File: src/rtl/hsv_pkg.sv
// Shared definitions for the HSV -> RGB decode path.
//
// Pixel word layout in the HSV domain: {H[23:15], S[14:8], V[7:0]}.
// Hue is 0..359 (codes 360..511 are illegal and clamp to 359), saturation is
// 0..127 and value is 0..255.
package hsv_pkg;

    // Field slices of the packed HSV word
    localparam int unsigned H_MSB = 23;
    localparam int unsigned H_LSB = 15;
    localparam int unsigned S_MSB = 14;
    localparam int unsigned S_LSB = 8;
    localparam int unsigned V_MSB = 7;
    localparam int unsigned V_LSB = 0;

    localparam int unsigned HUE_MAX  = 359;
    localparam int unsigned SECTOR_W = 60;

    // Q16 reciprocal of 60: x/60 ~= (x * 1093) >> 16
    localparam int unsigned RECIP_60_DEFAULT = 1093;

    // Register stages from pixel_in to pixel_out
    localparam int unsigned LATENCY = 4;

    // Hue sextant, named by the colour pair it spans
    typedef enum logic [2:0] {
        SEC_RY = 3'd0,
        SEC_YG = 3'd1,
        SEC_GC = 3'd2,
        SEC_CB = 3'd3,
        SEC_BM = 3'd4,
        SEC_MR = 3'd5
    } sector_e;

endpackage

File: src/rtl/hsv_sector.sv
// Combinational hue decode: clamps hue to 0..359, then splits it into a
// 60-degree sector index and the offset inside that sector.
//
// Ports:
//   hue_i    - raw 9-bit hue code (360..511 treated as 359)
//   sector_o - sector index 0..5
//   frac_o   - offset inside the sector, 0..59
module hsv_sector
    import hsv_pkg::*;
(
    input  logic [8:0] hue_i,
    output sector_e    sector_o,
    output logic [5:0] frac_o
);

    logic [8:0] hue_clamped;
    logic [8:0] sector_base;

    always_comb begin
        // Illegal codes saturate at the top of the wheel rather than wrapping
        hue_clamped = (hue_i > 9'(HUE_MAX)) ? 9'(HUE_MAX) : hue_i;

        sector_o    = SEC_RY;
        sector_base = 9'd0;
        if (hue_clamped >= 9'(5 * SECTOR_W)) begin
            sector_o    = SEC_MR;
            sector_base = 9'(5 * SECTOR_W);
        end else if (hue_clamped >= 9'(4 * SECTOR_W)) begin
            sector_o    = SEC_BM;
            sector_base = 9'(4 * SECTOR_W);
        end else if (hue_clamped >= 9'(3 * SECTOR_W)) begin
            sector_o    = SEC_CB;
            sector_base = 9'(3 * SECTOR_W);
        end else if (hue_clamped >= 9'(2 * SECTOR_W)) begin
            sector_o    = SEC_GC;
            sector_base = 9'(2 * SECTOR_W);
        end else if (hue_clamped >= 9'(SECTOR_W)) begin
            sector_o    = SEC_YG;
            sector_base = 9'(SECTOR_W);
        end

        frac_o = 6'(hue_clamped - sector_base);
    end

endmodule

File: src/rtl/hsv_to_rgb.sv
// Four-stage pipelined HSV -> RGB converter with a side-band word that is
// delayed in lock-step with the pixel. No back-pressure; every slot is
// computed whether or not it is valid.
//
// Optional build macro HSV_BYPASS_EN adds a 'bypass' input; a pixel sampled
// with bypass=1 leaves as its raw HSV word (same latency and alignment).
//
// Ports:
//   clk, rst_n  - pixel clock, asynchronous active-low reset
//   valid_in    - pixel_in / pass_in valid this cycle
//   pixel_in    - {H[23:15], S[14:8], V[7:0]}
//   pass_in     - side-band (sync/blank/coords)
//   valid_out   - pixel_out / pass_thru valid
//   pixel_out   - {R[23:16], G[15:8], B[7:0]}
//   pass_thru   - pass_in delayed by LATENCY cycles
module hsv_to_rgb
    import hsv_pkg::*;
#(
    parameter int unsigned PASS_W   = 24,
    parameter int unsigned RECIP_60 = RECIP_60_DEFAULT
) (
    input  logic              clk,
    input  logic              rst_n,
    input  logic              valid_in,
`ifdef HSV_BYPASS_EN
    input  logic              bypass,
`endif
    input  logic [23:0]       pixel_in,
    input  logic [PASS_W-1:0] pass_in,
    output logic              valid_out,
    output logic [23:0]       pixel_out,
    output logic [PASS_W-1:0] pass_thru
);

    // Alignment pipes
    logic [LATENCY-1:0] valid_q, valid_d;
    logic [PASS_W-1:0]  pass_q [LATENCY];
    logic [PASS_W-1:0]  pass_d [LATENCY];

    // Stage 1
    logic [7:0] v1_q, v1_d;
    logic [7:0] se1_q, se1_d;
    sector_e    sec1_q, sec1_d;
    logic [5:0] f1_q, f1_d;

    // Stage 2
    logic [7:0]  v2_q, v2_d;
    sector_e     sec2_q, sec2_d;
    logic [15:0] pv2_q, pv2_d;
    logic [12:0] a2_q, a2_d;
    logic [12:0] b2_q, b2_d;

    // Stage 3
    logic [7:0] v3_q, v3_d;
    sector_e    sec3_q, sec3_d;
    logic [7:0] p3_q, p3_d;
    logic [7:0] am3_q, am3_d;
    logic [7:0] bm3_q, bm3_d;

    // Stage 4
    logic [23:0] pix4_q, pix4_d;

`ifdef HSV_BYPASS_EN
    logic [LATENCY-2:0] byp_q, byp_d;
    logic [23:0]        raw_q [LATENCY-1];
    logic [23:0]        raw_d [LATENCY-1];
`endif

    // Hue decode
    sector_e    sec_in;
    logic [5:0] frac_in;
    logic [6:0] s_in;

    hsv_sector u_sector (
        .hue_i    (pixel_in[H_MSB:H_LSB]),
        .sector_o (sec_in),
        .frac_o   (frac_in)
    );

    logic [7:0] q4, t4;
    logic [7:0] r4, g4, b4;

    always_comb begin
        valid_d   = {valid_q[LATENCY-2:0], valid_in};
        pass_d[0] = pass_in;
        for (int i = 1; i < LATENCY; i++) begin
            pass_d[i] = pass_q[i-1];
        end

        // Stage 1: S=127 is stretched to 128 so that full saturation is exact
        s_in   = pixel_in[S_MSB:S_LSB];
        v1_d   = pixel_in[V_MSB:V_LSB];
        se1_d  = {1'b0, s_in} + {7'd0, s_in[6]};
        sec1_d = sec_in;
        f1_d   = frac_in;

        // Stage 2: raw products
        v2_d   = v1_q;
        sec2_d = sec1_q;
        pv2_d  = 16'(v1_q) * 16'(se1_q);
        a2_d   = 13'(se1_q) * 13'(f1_q);
        b2_d   = 13'(se1_q) * (13'(SECTOR_W) - 13'(f1_q));

        // Stage 3: p, and ramp factors normalised to 0..128 by dividing by 60
        v3_d   = v2_q;
        sec3_d = sec2_q;
        p3_d   = v2_q - 8'(pv2_q >> 7);
        am3_d  = 8'((32'(a2_q) * RECIP_60) >> 16);
        bm3_d  = 8'((32'(b2_q) * RECIP_60) >> 16);

        // Stage 4: falling (q) and rising (t) channels, then sector mux
        q4 = v3_q - 8'((16'(v3_q) * 16'(am3_q)) >> 7);
        t4 = v3_q - 8'((16'(v3_q) * 16'(bm3_q)) >> 7);
        r4 = v3_q;
        g4 = v3_q;
        b4 = v3_q;
        unique case (sec3_q)
            SEC_RY: begin r4 = v3_q; g4 = t4;   b4 = p3_q; end
            SEC_YG: begin r4 = q4;   g4 = v3_q; b4 = p3_q; end
            SEC_GC: begin r4 = p3_q; g4 = v3_q; b4 = t4;   end
            SEC_CB: begin r4 = p3_q; g4 = q4;   b4 = v3_q; end
            SEC_BM: begin r4 = t4;   g4 = p3_q; b4 = v3_q; end
            SEC_MR: begin r4 = v3_q; g4 = p3_q; b4 = q4;   end
            default: ;
        endcase
        pix4_d = {r4, g4, b4};

`ifdef HSV_BYPASS_EN
        byp_d    = {byp_q[LATENCY-3:0], bypass};
        raw_d[0] = pixel_in;
        for (int i = 1; i < LATENCY - 1; i++) begin
            raw_d[i] = raw_q[i-1];
        end
        if (byp_q[LATENCY-2]) begin
            pix4_d = raw_q[LATENCY-2];
        end
`endif
    end

    always_ff @(posedge clk or negedge rst_n) begin
        if (!rst_n) begin
            valid_q <= '0;
            for (int i = 0; i < LATENCY; i++) begin
                pass_q[i] <= '0;
            end
            v1_q   <= '0;
            se1_q  <= '0;
            sec1_q <= SEC_RY;
            f1_q   <= '0;
            v2_q   <= '0;
            sec2_q <= SEC_RY;
            pv2_q  <= '0;
            a2_q   <= '0;
            b2_q   <= '0;
            v3_q   <= '0;
            sec3_q <= SEC_RY;
            p3_q   <= '0;
            am3_q  <= '0;
            bm3_q  <= '0;
            pix4_q <= '0;
`ifdef HSV_BYPASS_EN
            byp_q <= '0;
            for (int i = 0; i < LATENCY - 1; i++) begin
                raw_q[i] <= '0;
            end
`endif
        end else begin
            valid_q <= valid_d;
            for (int i = 0; i < LATENCY; i++) begin
                pass_q[i] <= pass_d[i];
            end
            v1_q   <= v1_d;
            se1_q  <= se1_d;
            sec1_q <= sec1_d;
            f1_q   <= f1_d;
            v2_q   <= v2_d;
            sec2_q <= sec2_d;
            pv2_q  <= pv2_d;
            a2_q   <= a2_d;
            b2_q   <= b2_d;
            v3_q   <= v3_d;
            sec3_q <= sec3_d;
            p3_q   <= p3_d;
            am3_q  <= am3_d;
            bm3_q  <= bm3_d;
            pix4_q <= pix4_d;
`ifdef HSV_BYPASS_EN
            byp_q <= byp_d;
            for (int i = 0; i < LATENCY - 1; i++) begin
                raw_q[i] <= raw_d[i];
            end
`endif
        end
    end

    assign valid_out = valid_q[LATENCY-1];
    assign pass_thru = pass_q[LATENCY-1];
    assign pixel_out = pix4_q;

endmodule
File: config.mk
export PLATFORM = sky130hd
export DESIGN_NAME = hsv_to_rgb
export DESIGN_NICKNAME = d
export VERILOG_FILES = /design/src/rtl/hsv_pkg.sv /design/src/rtl/hsv_sector.sv /design/src/rtl/hsv_to_rgb.sv
export SDC_FILE = /design/constraint.sdc
export NUM_CORES = 1
export LEC_CHECK = 0
export ABC_AREA = 0
export CORE_ASPECT_RATIO = 2
export CORE_MARGIN = 3
export CORE_UTILIZATION = 62
export CTS_CLUSTER_DIAMETER = 60
export CTS_CLUSTER_SIZE = 40
export DETAILED_ROUTE_END_ITERATION = 16
export PLACE_DENSITY = 0.82
export SLEW_MARGIN = 15
export SYNTH_ARGS = -nofsm -noshare
export SYNTH_HDL_FRONTEND = slang
export SYNTH_SLANG_ARGS = --single-unit
export TNS_END_PERCENT = 1
File: constraint.sdc
create_clock -name clk -period 6.75 [get_ports clk]
set_clock_uncertainty 0.05 [all_clocks]
set_input_delay 1.0125 -clock clk [delete_from_list [all_inputs] [get_ports clk]]
set_output_delay 1.0125 -clock clk [all_outputs]
set_load 0.01 [all_outputs]
==> results_dict.tcl <==
set metrics [dict create \
    cts.sinks 228 \
    status "finished clean" \
    io_buffers 99 \
    setup_viol 0 \
    cts_tree "yes" \
    syn_nets 2353 \
    critPathKind "register to register" \
    wl_per_cell_um 17.28 \
    initialDrtViolationCount 575 \
    timing.critical_path.mode_cell "fa_1" \
    path_clk_slew_ns 0.13 \
    finalWeightedCongestion 0.9502 \
    syn_to_final_growth_pct 9.065 \
    rsz0062_at_grt "false" \
    met1Wirelength_um 12860 \
    netlist_area_mm2 0.01917 \
    synth_area_per_cell_um2 10.50 \
    synth_flop_cell "dfrtp_1" \
    hold_path.class "register to register" \
    totalWireLength_um 39320 \
    synth_area_leaders "dfrtp_1, ha_1, fa_1" \
    synth_edf_count 0 \
    root_buffer "clkbuf_16" \
    max_slew.worst_pin.slew_ns 0.9969 \
    die_h_um 254.7 \
    netlist_instances 1826 \
    wl_met3_um 1265 \
    holdWs_ns 0.2940 \
    dr_total_vias 12950 \
    core-area_mm2 0.03029 \
    clk_latency_ns 0.50 \
    start_util_pct 63.29 \
    finalSetupTns_ns 0 \
    n_fill_cell 2225 \
    numCtsBuffers 13 \
    cp_max_fo 14 \
    clockBufferDepth 3 \
    drcViolationCount 0 \
    grt_pass1_wl_um 67410 \
    crit_required_ns 7.09 \
    drv_slew 0 \
    antenna_found_initial 0 \
    fmaxAchievable_mhz 156.7 \
    met2_length_um 23030 \
    nets 2429 \
    cap_viol_max_count 0 \
    rows 90 \
    dp_hpwl_um 32220 \
    synth_top_area_share_pct 29.76 \
    period_share_pct 94.56 \
    num_antenna_cells 0 \
    async_flop_share_pct 100.0 \
    grt_max_degree 94 \
    fin_area_mm2 0.02091 \
    seq_area_frac_synth_pct 29.76 \
    grt_pass1_vias 14570 \
    postRouteAntennaNets 0 \
    crit_path_start_kind "register" \
    layout_common_cells "ha_1, inv_1, dfrtp_1" \
    avgViaCountPerCell 5.692 \
    arrival_ns 6.72 \
    yosysWarnings 0 \
    dr.pass1.iters 7 \
    fin_crit_ns 6.383 \
    crit_path_end_kind "register" \
    grt-ovfl-total 0 \
    dp.cells 2255 \
    fp.dieArea_mm2 0.03320 \
    layout_commonest_cell "ha_1" \
    grt_usage_pct 25.39 \
    fin_cells 2275 \
    top_layer_used "met4" \
    crit_chain "buf_4 > and2_1 > fa_1 > fa_1 > inv_1 > fa_1 > inv_1 > fa_1 > ha_1 > and3_2 > a211oi_4 > nor2b_1 > nor2_1 > nor2b_1 > nor2_1 > xor2_1 > ha_1 > o21ai_0 > a21oi_1 > o41ai_1 > xnor2_1 > xnor2_2 > nor3_1 > a311o_1" \
    die_w_um 130.3 \
    cpPeakStageDelay_ns 0.56 \
    layout-drive-gt1-share_pct 3.251 \
    placed_area_mm2 0.02048 \
    max_slew_margin_pct 33.54 \
    cts_htree_levels 1 \
    slowest_stage "fa_1" \
    ios 100 \
    synth_cell_types 78 \
    yosysTopAreaCell "dfrtp_1" \
    hold_violations 0 \
    ys_ff_latch 228 \
]
==> timing repair <==
action | CTS | global route
gates resized for setup | 0 | 1
hold buffers | 0 | 0
setup buffers | 0 | 0
setup endpoints to repair | 0 | 1
==> worst max-delay path: cells and delay by family (launching register included) <==
| family | cells | cell delay (ns) |
|---|---|---|
| adders and majority gates | 6 | 2.53 |
| AOI/OAI and AO/OA | 5 | 1.25 |
| and+or+nand+nor | 7 | 0.94 |
| xor gates and xnor gates | 3 | 0.55 |
| DFF | 1 | 0.54 |
| buffers and inverters | 3 | 0.37 |
==> Yosys cell counts, types with 9 or more instances <==
cell and instances:
o21ai_1 10, a21oi_1 74, nand2b_1 12, fa_1 180, and3_1 9, nand3_1 15, inv_1 286, nor2b_1 13
xor2_1 29, dfrtp_1 228, nor2_1 60, nor3_1 12, and2_1 191, o21ai_0 35, ha_1 296, xnor2_1 69
a21o_1 21, o21bai_1 9, clkbuf_1 43, o22ai_1 10, nand2_1 118
==> flip-flops by register name, summed over array words and instances (netlist names) <==
register and cells:
sec1_q 3, sec3_q 3, pv2_q 8, v1_q 8, pass_d 72, bm3_q 8, valid_q 4, v2_q 8
a2_q 12, am3_q 8, se1_q 8, f1_q 6, pass_thru 24, b2_q 13, v3_q 8, pixel_out 24
sec2_q 3, p3_q 8
==> stage by stage <==
stage / util (%) / setup WS, ns
global placement: 67.60 / 0.6184
CTS: 69.01 / 0.4170
finish: 69.03 / 0.3673
detailed placement: 67.60 / 0.4664
global route: 69.03 / 0.02696
floorplan: - / 0.5890
==> path summary, 6_finish.rpt <==
check                                 from             to  slack [ns]  depth (start not counted)
worst max-delay path               v3_q[1]  pixel_out[23]        0.37                         24
worst min-delay path            pass_d[30]      pass_d[6]        0.29                          0
worst max register to register     v3_q[1]  pixel_out[23]        0.37                         24
worst min register to register  pass_d[30]      pass_d[6]        0.29                          0
max in group asynchronous            rst_n        b2_q[1]        5.03                          2
min in group asynchronous            rst_n     pass_d[23]        0.38                          1
==> area by class of cell <==
cell class                      instances  area [um2]  share of cell area [%]
Clock buffer                           14       329.1                   1.574
Clock inverter                          6       97.59                  0.4668
Inverter                              286        1074                   5.134
Multi-Input combinational cell       1260       12140                   58.05
Sequential cell                       228        5707                   27.29
Tap cell                              368       460.4                   2.202
Timing Repair Buffer                  113        1105                   5.284
==> logic make-up after synthesis <==
logic type | share of synthesized area, %
compound gates | 7.754
xor+xnor | 4.562
fa+ha+maj | 38.12
buf+inv | 6.931
flops | 29.76
mux | 0.3198
simple gates | 12.56
==> routing by layer <==
layer	GRT usage [%]	up-vias
met2	49.57	323
met1	25.80	6497
met5	0	-
met3	2.536	133
li1	-	5997
met4	13.15	0
Power is left out: the tool's default activity adds up to more than one toggle a clock period on the data nets, which glitch-free logic cannot reach.
